--- src/rtl/ib_fifo_pkg.sv ---
// ib_fifo shared definitions: flit field positions, direction codes,
// default geometry and the timestamp aging helper.
package ib_fifo_pkg;

   localparam int DEF_DEPTH    = 8;
   localparam int DEF_WIDTH    = 3;
   localparam int DEF_DATASIZE = 40;

   localparam int SRC_MSB  = 39;
   localparam int SRC_LSB  = 36;
   localparam int DST_MSB  = 35;
   localparam int DST_LSB  = 32;
   localparam int TS_MSB   = 31;
   localparam int TS_LSB   = 24;
   localparam int DATA_MSB = 23;
   localparam int DATA_LSB = 2;
   localparam int TYPE_MSB = 1;
   localparam int TYPE_LSB = 0;

   typedef enum logic [3:0] {
      DIR_LOCAL = 4'b0000,
      DIR_S     = 4'b0001,
      DIR_N     = 4'b0100,
      DIR_W     = 4'b1000,
      DIR_NONE  = 4'b1111
   } dir_e;

   typedef struct packed {
      logic [3:0]  src;
      logic [3:0]  dst;
      logic [7:0]  ts;
      logic [21:0] data;
      logic [1:0]  ftype;
   } flit_t;

   // Timestamp advanced by residence age, clamped at 255.
   function automatic logic [7:0] age_ts(
      input logic [7:0] ts,
      input logic [7:0] age
   );
      logic [8:0] s;
      s = {1'b0, ts} + {1'b0, age};
      return s[8] ? 8'hFF : s[7:0];
   endfunction

endpackage

--- src/rtl/ib_fifo_mem.sv ---
// ib_fifo flit storage: register array, one write port,
// asynchronous read port.
module ib_fifo_mem #(
   parameter int DEPTH    = 8,
   parameter int WIDTH    = 3,
   parameter int DATASIZE = 40
) (
   input  logic                ib_clk,
   input  logic                we,
   input  logic [WIDTH-1:0]    waddr,
   input  logic [DATASIZE-1:0] wdata,
   input  logic [WIDTH-1:0]    raddr,
   output logic [DATASIZE-1:0] rdata
);

   logic [DATASIZE-1:0] mem [DEPTH];

   always_ff @(posedge ib_clk) begin
      if (we)
         mem[waddr] <= wdata;
   end

   assign rdata = mem[raddr];

endmodule

--- src/rtl/ib_fifo.sv ---
// Router input buffer: FWFT circular FIFO exporting occupancy as pressure.
// Optional IB_AGE_EN adds per-entry age added to the head timestamp.
module ib_fifo
   import ib_fifo_pkg::*;
#(
   parameter int DEPTH    = DEF_DEPTH,
   parameter int WIDTH    = DEF_WIDTH,
   parameter int DATASIZE = DEF_DATASIZE
) (
   input  logic                ib_clk,
   input  logic                rst,
   input  logic [DATASIZE-1:0] data_in,
   input  logic                valid_in,
   output logic                ready_out,
   output logic [DATASIZE-1:0] data_out,
   output logic                valid_out,
   input  logic                rc_ready,
   output logic [WIDTH:0]      pressure_out
);

   logic [WIDTH-1:0]    wr_ptr;
   logic [WIDTH-1:0]    rd_ptr;
   logic [WIDTH:0]      count;
   logic                push;
   logic                pop;
   logic [DATASIZE-1:0] rd_data;
   logic [DATASIZE-1:0] head;

   // Flow control depends on registered count only.
   assign ready_out    = (count != (WIDTH+1)'(DEPTH));
   assign valid_out    = (count != '0);
   assign push         = valid_in && ready_out;
   assign pop          = valid_out && rc_ready;
   assign pressure_out = count;

   ib_fifo_mem #(
      .DEPTH    (DEPTH),
      .WIDTH    (WIDTH),
      .DATASIZE (DATASIZE)
   ) u_mem (
      .ib_clk (ib_clk),
      .we     (push),
      .waddr  (wr_ptr),
      .wdata  (data_in),
      .raddr  (rd_ptr),
      .rdata  (rd_data)
   );

   always_ff @(posedge ib_clk) begin
      if (rst) begin
         wr_ptr <= '0;
         rd_ptr <= '0;
         count  <= '0;
      end else begin
         if (push)
            wr_ptr <= wr_ptr + 1'b1;
         if (pop)
            rd_ptr <= rd_ptr + 1'b1;
         unique case ({push, pop})
            2'b10:   count <= count + 1'b1;
            2'b01:   count <= count - 1'b1;
            default: count <= count;
         endcase
      end
   end

`ifdef IB_AGE_EN
   logic [7:0]       age [DEPTH];
   logic [DEPTH-1:0] occ;

   // Entry is live when its distance from the head is below count.
   always_comb begin
      occ = '0;
      for (int i = 0; i < DEPTH; i++) begin
         logic [WIDTH-1:0] off;
         off    = WIDTH'(i) - rd_ptr;
         occ[i] = ({1'b0, off} < count);
      end
   end

   always_ff @(posedge ib_clk) begin
      if (rst) begin
         for (int i = 0; i < DEPTH; i++)
            age[i] <= '0;
      end else begin
         for (int i = 0; i < DEPTH; i++) begin
            if (push && (wr_ptr == WIDTH'(i)))
               age[i] <= '0;
            else if (occ[i] && (age[i] != 8'hFF))
               age[i] <= age[i] + 1'b1;
         end
      end
   end

   always_comb begin
      head = rd_data;
      head[TS_MSB:TS_LSB] = age_ts(rd_data[TS_MSB:TS_LSB], age[rd_ptr]);
   end
`else
   assign head = rd_data;
`endif

   assign data_out = valid_out ? head : '0;

endmodule
--- config.mk ---
export PLATFORM = sky130hd
export DESIGN_NAME = ib_fifo
export DESIGN_NICKNAME = d
export VERILOG_FILES = /design/src/rtl/ib_fifo_pkg.sv /design/src/rtl/ib_fifo_mem.sv /design/src/rtl/ib_fifo.sv
export SDC_FILE = /design/constraint.sdc
export NUM_CORES = 1
export LEC_CHECK = 0
export BUFFER_PORTS_ARGS = -buffer_cell sky130_fd_sc_hd__buf_2
export CORE_MARGIN = 5
export CORE_UTILIZATION = 30
export DETAILED_ROUTE_END_ITERATION = 16
export MAX_ROUTING_LAYER = met4
export PLACE_DENSITY_LB_ADDON = 0.08
export SYNTH_ARGS = -nofsm -noshare
export SYNTH_HDL_FRONTEND = slang
export SYNTH_SLANG_ARGS = --single-unit
--- constraint.sdc ---
create_clock -name ib_clk -period 6.5 [get_ports ib_clk]
set_clock_uncertainty 0.15 [all_clocks]
set_input_delay 0.65 -clock ib_clk [delete_from_list [all_inputs] [get_ports ib_clk]]
set_output_delay 0.65 -clock ib_clk [all_outputs]
set_load 0.005 [all_outputs]
### Yosys cells after proc, flatten, opt, wreduce, memory -nomap -nowiden

Memory sizes are Yosys's and may differ from the RTL's. A register that Yosys moved wholly into a read port is not among the register bits.
Index checks and enable logic that the tools add are counted.

| word-level totals | value |
|---|---|
| input port bits | 44 |
| output and inout port bits | 46 |
| bits in writable memories | 320 |
| memories | 1 |
| bits in latches | 0 |
| logic and storage cells | 21 |
| memory bits (read-only) | 0 |
| register bits after elaboration | 10 |

| cells by class | value |
|---|---|
| equality and inequality tests | 3 |
| $lt $le $gt $ge | 0 |
| muxes and demuxes | 6 |
| multipliers | 0 |
| reduce and logical (&&, ||, !) cells | 4 |
| div/mod/pow operators | 0 |
| add/sub/neg operators | 4 |
| bitwise gates (word level) | 0 |
| shift operators | 0 |

Memories:

| memory | depth | bits a word | rd ports | clocked after Yosys merged registers in | wr ports | RTL line | source |
|---|---|---|---|---|---|---|---|
| u_mem.mem | 8 | 40 | 1 | 1 | 1 | ib_fifo_mem.sv:16 | `logic [DATASIZE-1:0] mem [DEPTH];` |

Operators by type and width:

| kind | number |
|---|---|
| 40-bit two-way mux | 1 |
| 4-bit one-hot mux with 2 select lines | 1 |
| 3-bit by 1-bit adder with 3-bit output (second input constant) | 2 |
| 3-bit two-way mux | 2 |
| 4-bit by 1-bit adder with 4-bit output (second input constant) | 1 |
| 4-bit inequality test (second input constant) | 1 |
| 4-bit nonzero test | 1 |
| 4-bit by 1-bit subtractor with 4-bit output (second input constant) | 1 |
| 2-bit by 1-bit == test with 1-bit output (second input constant) | 1 |
| 2-bit == test (second input constant) | 1 |
| 1-bit logical AND | 2 |
| 1-bit two-way mux | 2 |
| 2-bit nonzero test | 1 |

### Longest topological paths before layout

Gate-level depths: netlist of the first run.

| logic depth | value |
|---|---|
| word-level depth | 4 |
| gate-level depth with buffers | 11 |
| gate-level depth less buffers | 10 |

### Modules after synthesis

From an unflattened synthesis of the first run, not the netlist that was laid out.

| second synthesis, totals | value |
|---|---|
| cell total of the unflattened synthesis | 577 |
| area, all modules | 13,150.1 µm² |

Modules (own cells, without submodules):

| module | sequential area each (µm²) | area each (µm²) | instances | cells an instance |
|---|---|---|---|---|
| ib_fifo_mem | 9,609.2 | 12,370.6 | 1 | 475 |
| ib_fifo | 200.2 | 779.5 | 1 | 102 |

### Worst setup path after synthesis of the first run

OpenSTA, ideal clock, no wires.

| timing | value |
|---|---|
| path kind | register to register |
| start | register count[1] (netlist: pressure_out[1]) |
| end | memory u_mem.mem[0][0], enable pin |
| period minus slack after synthesis | 5,342 ps |
| slack | 1,158 ps |
| stages on the path, launching flop included | 5 |
| data arrival time | 4,655 ps |
| library setup time | 537 ps |
| buffers on the path | 1 |
| data required time | 5,813 ps |
| cell sequence | dfxtp_1 or4b_1 buf_6 nand2_8 nor4_1 |

| between the ends | value |
|---|---|
| longest elaborated chain between the ends | 4 |

RTL lines:

| what | RTL line | source |
|---|---|---|
| from (decl) | ib_fifo.sv:23 | `logic [WIDTH:0] count;` |
| from (signal assigned) | ib_fifo.sv:60 | `2'b10: count <= count + 1'b1;` |
| from (signal assigned) | ib_fifo.sv:61 | `2'b01: count <= count - 1'b1;` |
| from (signal assigned) | ib_fifo.sv:62 | `default: count <= count;` |
| 4-bit inequality test | ib_fifo.sv:30 | `assign ready_out = (count != (WIDTH+1)'(DEPTH));` |
| net ready_out | ib_fifo.sv:14 | `output logic ready_out,` |
| 1-bit logical AND | ib_fifo.sv:32 | `assign push = valid_in && ready_out;` |
| 1-bit two-way mux | ib_fifo_mem.sv:19 | `if (we)` |
| 1-bit two-way mux (implied by the code) | ib_fifo_mem.sv:20 | `mem[waddr] <= wdata;` |
| to (decl) | ib_fifo_mem.sv:16 |  |

The timed path passes the listed nets, and every way through them passes these cells.

==> run_results.csv, run 1 <==
group,metric,value,unit
run_status,status,"finished, final reports clean",
timing,whs,248,ps
finish,final_common_cell,"edfxtp_1",
drt,viasPerCell,4.72,
yosys,ys_warn_count,0,
placement,dp_hpwl,15900,microns
die,dieArea,46800,sq um
yosys,synth_area_per_cell,22.0,sq um
timing,tightest_slew,989,ps
timing,worst_slack,2630,ps
power_and_ir_drop,leakage,0.00479,uW
clocking,root_buffer,"clkbuf_16",
drt,routedWlPerCell,23.3,microns
drt,dr.pass1.iters,4,
yosys,netlist_area,12800,sq um
drt,drc,0,
die,die_x,216,microns
placement,port_buffers,89,
timing,fmax,259,MHz
power_and_ir_drop,irDropWorstVdd,0.196,mV
die,core,42000,sq um
timing,setup_viol,0,
critical_path,crit_arrival,3070,ps
clocking,clockBufferDepth,3,
clocking,clock_latency,520,ps
yosys,synth_edf_count,320,
yosys,synth_cells,581,
yosys,ys_seq_area_share,77.3,%
die,rows,75,
yosys,ys_ff_latch,333,
critical_path,cp.required,5700,ps
clocking,ctsHoldBuffers,0,
placement,gp_congestion,0.654,
global_routing,grt_antenna_before_repair,3,
global_routing,overflow,0,
drt,wl,29400,microns
clocking,cts_resized,0,
timing,post-route-min-period,3870,ps
finish,area_delta_synth_final,18.4,%
placement,placed_cells,1193,
yosys,synth_top_flop_cell,"edfxtp_1",
die,die_h,216,microns
finish,layout.cells.non_filler,1261,
yosys,synthDistinctLibCells,32,
placement,preCtsSetupSlack,3040,ps
global_routing,grt_pass1_vias,6594,
clocking,htree_levels,2,
yosys,syn_nets,630,
critical_path,crit_type,"flop to output port",
hold_path,hold_class,"input pin to flop",
critical_path,crit_path_end_kind,"output port",
flow_run,cap_violations,0,
drt,ant_nets,0,
timing,relSlewSlack,34.1,%
timing,setup_tns,0,ps
finish,layout-drive-gt1-share,34.7,%
critical_path,cp-start-kind,"flop",
drt,drtIter0Drc,369,
timing,rsz0062_at_grt,"false",
die,boundaryPins,90,
global_routing,grt_max_degree,50,
drt,vias,5958,
clocking,numClockSinks,333,
finish,nNetsFinal,743,
global_routing,grt_pass1_wl,44000,microns
clocking,cts_made_buffers,38,
clocking,postCtsSetupBuffers,0,
critical_path,crit_path_max_fanout,42,
finish,most-common-layout-cells,"edfxtp_1, buf_2, mux4_2",
global_routing,grt_usage,12.9,%
finish,final_area,15100,sq um
die,start_util,30.4,%
timing,drv_slew,0,
clocking,cts_tree,"built",
yosys,async_flop_share,0,%
timing,hold_violations,0,
clocking,clkTransAtPathRegs,60,ps
timing,min_period_over_period,59.5,%
placement,dpl-instance-area,13900,sq um
power_and_ir_drop,pwr_density_cell,396,nW/um^2
-- stage by stage --
step	utilization, %	total power, uW
floorplan	-	3500
global placement	33.1	4050
detailed placement	33.1	4070
CTS	35.9	6120
global route	35.9	6310
finish	36.0	5990
-- final timing paths --
path	start	end	slack [ps]	depth (start not counted)
setup reg to reg	pressure_out[1]	pressure_out[3]	3330	9
hold reg to reg	rd_ptr[1]	flop	380	2
hold / removal	data_in[38]	u_mem.mem[1][38]	250	1
setup / recovery	flop	data_out[1]	2630	5
-- flip-flops by register name, indices dropped and copies added, names as in the netlist, named ones only --
signal	flops
pressure_out	4
wr_ptr	3
u_mem.mem	320
rd_ptr	3
-- power breakdown --
| part | internal (uW) | total [uW] | switching [uW] |
|---|---|---|---|
| sequential | 2510 | 2660 | 148 |
| combinational | 617 | 1290 | 676 |
| clock | 1220 | 2030 | 811 |
| total | 4350 | 5990 | 1630 |
-- cell usage after synthesis, types with 2 or more instances --
| master | instances | area (sq um) |
|---|---|---|
| xor2_1 | 6 | 52.6 |
| buf_2 | 11 | 55.1 |
| dfxtp_1 | 13 | 260 |
| edfxtp_1 | 320 | 9610 |
| mux4_2 | 80 | 1800 |
| a21oi_1 | 2 | 10.0 |
| nand2b_1 | 2 | 12.5 |
| nor3_1 | 5 | 25.0 |
| ha_1 | 5 | 62.6 |
| nor2_1 | 52 | 195 |
| mux2i_1 | 42 | 420 |
| nand2_1 | 3 | 11.3 |
| nand3_1 | 4 | 20.0 |
| clkbuf_1 | 18 | 67.6 |
-- layer usage --
metal	part of all wire (%)	vias to the layer above	GRT usage, %
met5	0	-	-
met4	1.5	0	3.14
met3	3.5	35	2.65
met2	49	108	20.7
met1	46	3191	17.1
li1	-	2624	-
-- kinds of logic after synthesis --
family / Yosys count / synth area share [%]
compound gates: 6 / 0.323
xor+xnor: 7 / 0.480
fa+ha+maj: 5 / 0.490
buf+inv: 32 / 1.11
flops: 333 / 77.3
mux: 124 / 17.6
simple gates: 74 / 2.73
-- critical path, cell delays in order (launching register included) --
cell and delay (ps):
dfxtp_4 940, buf_4 490, mux4_2 550, mux2i_1 270
nor2_1 80, buf_2 170
-- layout make-up --
class | instances | area [sq um]
Fill cell | 3894 | 26900
Clock inverter | 14 | 121
Inverter | 1 | 3.75
Tap cell | 539 | 674
Sequential cell | 333 | 9880
Multi-Input combinational cell | 216 | 2810
Clock buffer | 50 | 1060
Timing Repair Buffer | 104 | 558
Antenna cell | 4 | 10.0
No activity file was read; power rests on OpenSTA's default activity.
==> run 2: changes to the inputs <==
Settings changed: ABC_AREA set to 1.
Clock period 6.5 ns to 4 ns, I/O delays scaled along.
==> run 2 against run 1 <==
Area after synthesis increased by 5.4%. Worst hold slack got worse by 230 ps. Cell count increased by 41%. Critical path type unchanged.
==> run_results.csv, run 2 <==
group,metric,value,unit
yosys,async_flop_share,0,%
die,boundaryPins,90,
finish,nNetsFinal,1203,
yosys,synth_top_flop_cell,"edfxtp_1",
clocking,cts_made_buffers,39,
critical_path,crit_path_max_fanout,129,
finish,largest_reg_flops,320,
power_and_ir_drop,power_frac_seq,40.9,%
clocking,clockBufferDepth,3,
clocking,clock_latency,520,ps
die,start_util,30.4,%
critical_path,crit_arrival,2640,ps
global_routing,grt_pass1_wl,52900,microns
yosys,synth_area_per_cell,12.9,sq um
power_and_ir_drop,p_sw,3220,uW
clocking,postCtsSetupBuffers,0,
timing,post-route-min-period,3190,ps
yosys,ys_warn_count,0,
finish,area_delta_synth_final,18.5,%
die,core,44300,sq um
drt,viasPerCell,4.67,
clocking,clkTransAtPathRegs,60,ps
placement,gp_congestion,0.709,
critical_path,crit_type,"flop to output port",
critical_path,cp-start-kind,"flop",
timing,whs,20.3,ps
timing,min_period_over_period,79.7,%
power_and_ir_drop,clkPwrFrac,33.2,%
yosys,ys_seq_area_share,73.3,%
drt,ant_nets,0,
placement,dpl-instance-area,14500,sq um
finish,final_common_cell,"edfxtp_1",
global_routing,grt_usage,14.2,%
timing,fmax,314,MHz
placement,dp_hpwl,17800,microns
hold_path,hold_class,"input pin to flop",
timing,relSlewSlack,40.5,%
critical_path,crit_chain,"buf_12 -> o21ai_0 -> o211ai_1 -> nand2_1 -> nor2_1 -> buf_2",
yosys,synth_edf_count,320,
yosys,synth_commonest_cells,"edfxtp_1, nor2_1, o21ai_0",
clocking,htree_levels,2,
power_and_ir_drop,pwr_density_cell,639,nW/um^2
timing,drv_slew,0,
drt,drtIter0Drc,486,
global_routing,grt_pass1_vias,8591,
placement,port_buffers,89,
yosys,yosysTopAreaCell,"edfxtp_1",
yosys,synth_top_area_share,71.4,%
critical_path,critical-path-slowest-cell,"dfxtp_4",
power_and_ir_drop,internal-power,6980,uW
timing,setup_tns,0,ps
placement,preCtsSetupSlack,1270,ps
power_and_ir_drop,pwr-share-comb,25.9,%
timing,rsz0062_at_grt,"false",
drt,drc,0,
finish,most-common-layout-cells,"edfxtp_1, nor2_1, o21ai_0",
die,rows,77,
finish,ff_latch_area,9880,sq um
finish,fillCellCount,4385,
critical_path,crit_path_end_kind,"output port",
yosys,netlist_area,13500,sq um
power_and_ir_drop,power,10200,uW
run_status,status,"finished, final reports clean",
clocking,cts_tree,"built",
finish,final_area,15900,sq um
global_routing,grt_antenna_before_repair,2,
finish,multi_input_area,3060,sq um
clocking,root_buffer,"clkbuf_16",
finish,layout-drive-gt1-share,18.9,%
yosys,synth_area_leaders,"edfxtp_1, nor2_1, o21ai_0",
yosys,synth_cells,1042,
yosys,synthDistinctLibCells,31,
drt,dr.pass1.iters,4,
yosys,syn_nets,1091,
timing,hold_violations,0,
flow_run,cap_violations,0,
yosys,synth_most_common_cell,"edfxtp_1",
die,dieArea,49200,sq um
drt,routedWlPerCell,19.5,microns
power_and_ir_drop,leakage,0.00548,uW
clocking,numClockSinks,333,
drt,vias,8293,
power_and_ir_drop,sw_frac_of_total,31.6,%
finish,top_register,"u_mem.mem",
global_routing,overflow,0,
yosys,ys_ff_latch,333,
critical_path,cp.required,3450,ps
die,die_x,222,microns
timing,setup_viol,0,
drt,wl,34600,microns
critical_path,critPathMaxStageDelay,640,ps
global_routing,grt_max_degree,130,
timing,tightest_slew,892,ps
power_and_ir_drop,irDropWorstVdd,0.867,mV
timing,worst_slack,813,ps
die,die_h,222,microns
-- run 2: cell types whose count changed after synthesis, sizes merged, moves of 5 or more --
cell / change
a21oi: +5
buf: +29
xor2: -5
nand2: +55
o21ai: +163
mux2i: -42
inv: +17
mux4: -80
o22ai: +40
nor2: +242
o211ai: +40
-- run 2: final cells by class --
type                       count  area share, %
antenna                        2         0.0314
sequential                   333           62.0
multi-input combinational    625           19.2
clock buffer                  52           6.82
tap                          592           4.64
timing repair buffer         137           6.09
clock inverter                18          0.816
inverter                      18          0.455
-- run 2: layer usage --
layer	vias up	global-route usage [%]	share of wire, %
met2	136	22.2	46
met5	-	-	0
met3	46	2.44	3.3
li1	3987	-	-
met1	4124	19.5	49
met4	0	3.22	1.7
-- run 2: path summary, 6_finish.rpt --
path | slack [ps] | end | startpoint | depth (start not counted)
worst min register to register | 330 | wr_ptr[0] | wr_ptr[0] | 2
worst max-delay path | 810 | data_out[28] | flop | 6
worst min-delay path | 20 | u_mem.mem[0][10] | data_in[10] | 1
worst max register to register | 1410 | u_mem.mem[0][11] | pressure_out[0] | 5
-- run 2: critical path, delay by kind of cell, from the launching register on --
family	cells	cell delay (ps)
AND/OR/NAND/NOR	2	230
flip-flops	1	640
buffers and inverters	2	710
AO/OA/AOI/OAI	2	440
-- run 2: cells by family (layout without fill, tap and decap cells) --
logic type / Yosys count / after routing / synth area share [%]
AOI/OAI and AO/OA: 253 / 253 / 10.5
xor gates and xnor gates: 3 / 3 / 0.195
adders and majority gates: 5 / 5 / 0.465
buffers and inverters: 84 / 225 / 4.37
DFF: 333 / 333 / 73.3
other: 0 / 2 / 0
and+or+nand+nor: 364 / 364 / 11.1
-- run 2: power groups by stage --
stage	clock network, uW	registers (uW)	logic (uW)
2_1_floorplan	0	4200	1780
3_3_place_gp	0	4250	2740
3_5_place_dp	0	4250	2730
4_1_cts	3500	4180	2750
5_1_grt	3640	4200	3000
6_report	3380	4180	2640
-- run 2: metrics by stage --
stage	cells	utilization, %
detailed placement	1679	32.6
global route	1777	36.0
global placement	1679	32.6
finish	1777	36.0
CTS	1775	36.0
floorplan	1042	-
-- run 2: repair_timing --
item / CTS / global route
hold endpoints to repair: 184 / 0
hold buffers: 26 / 0
gates resized for setup: 0 / 0
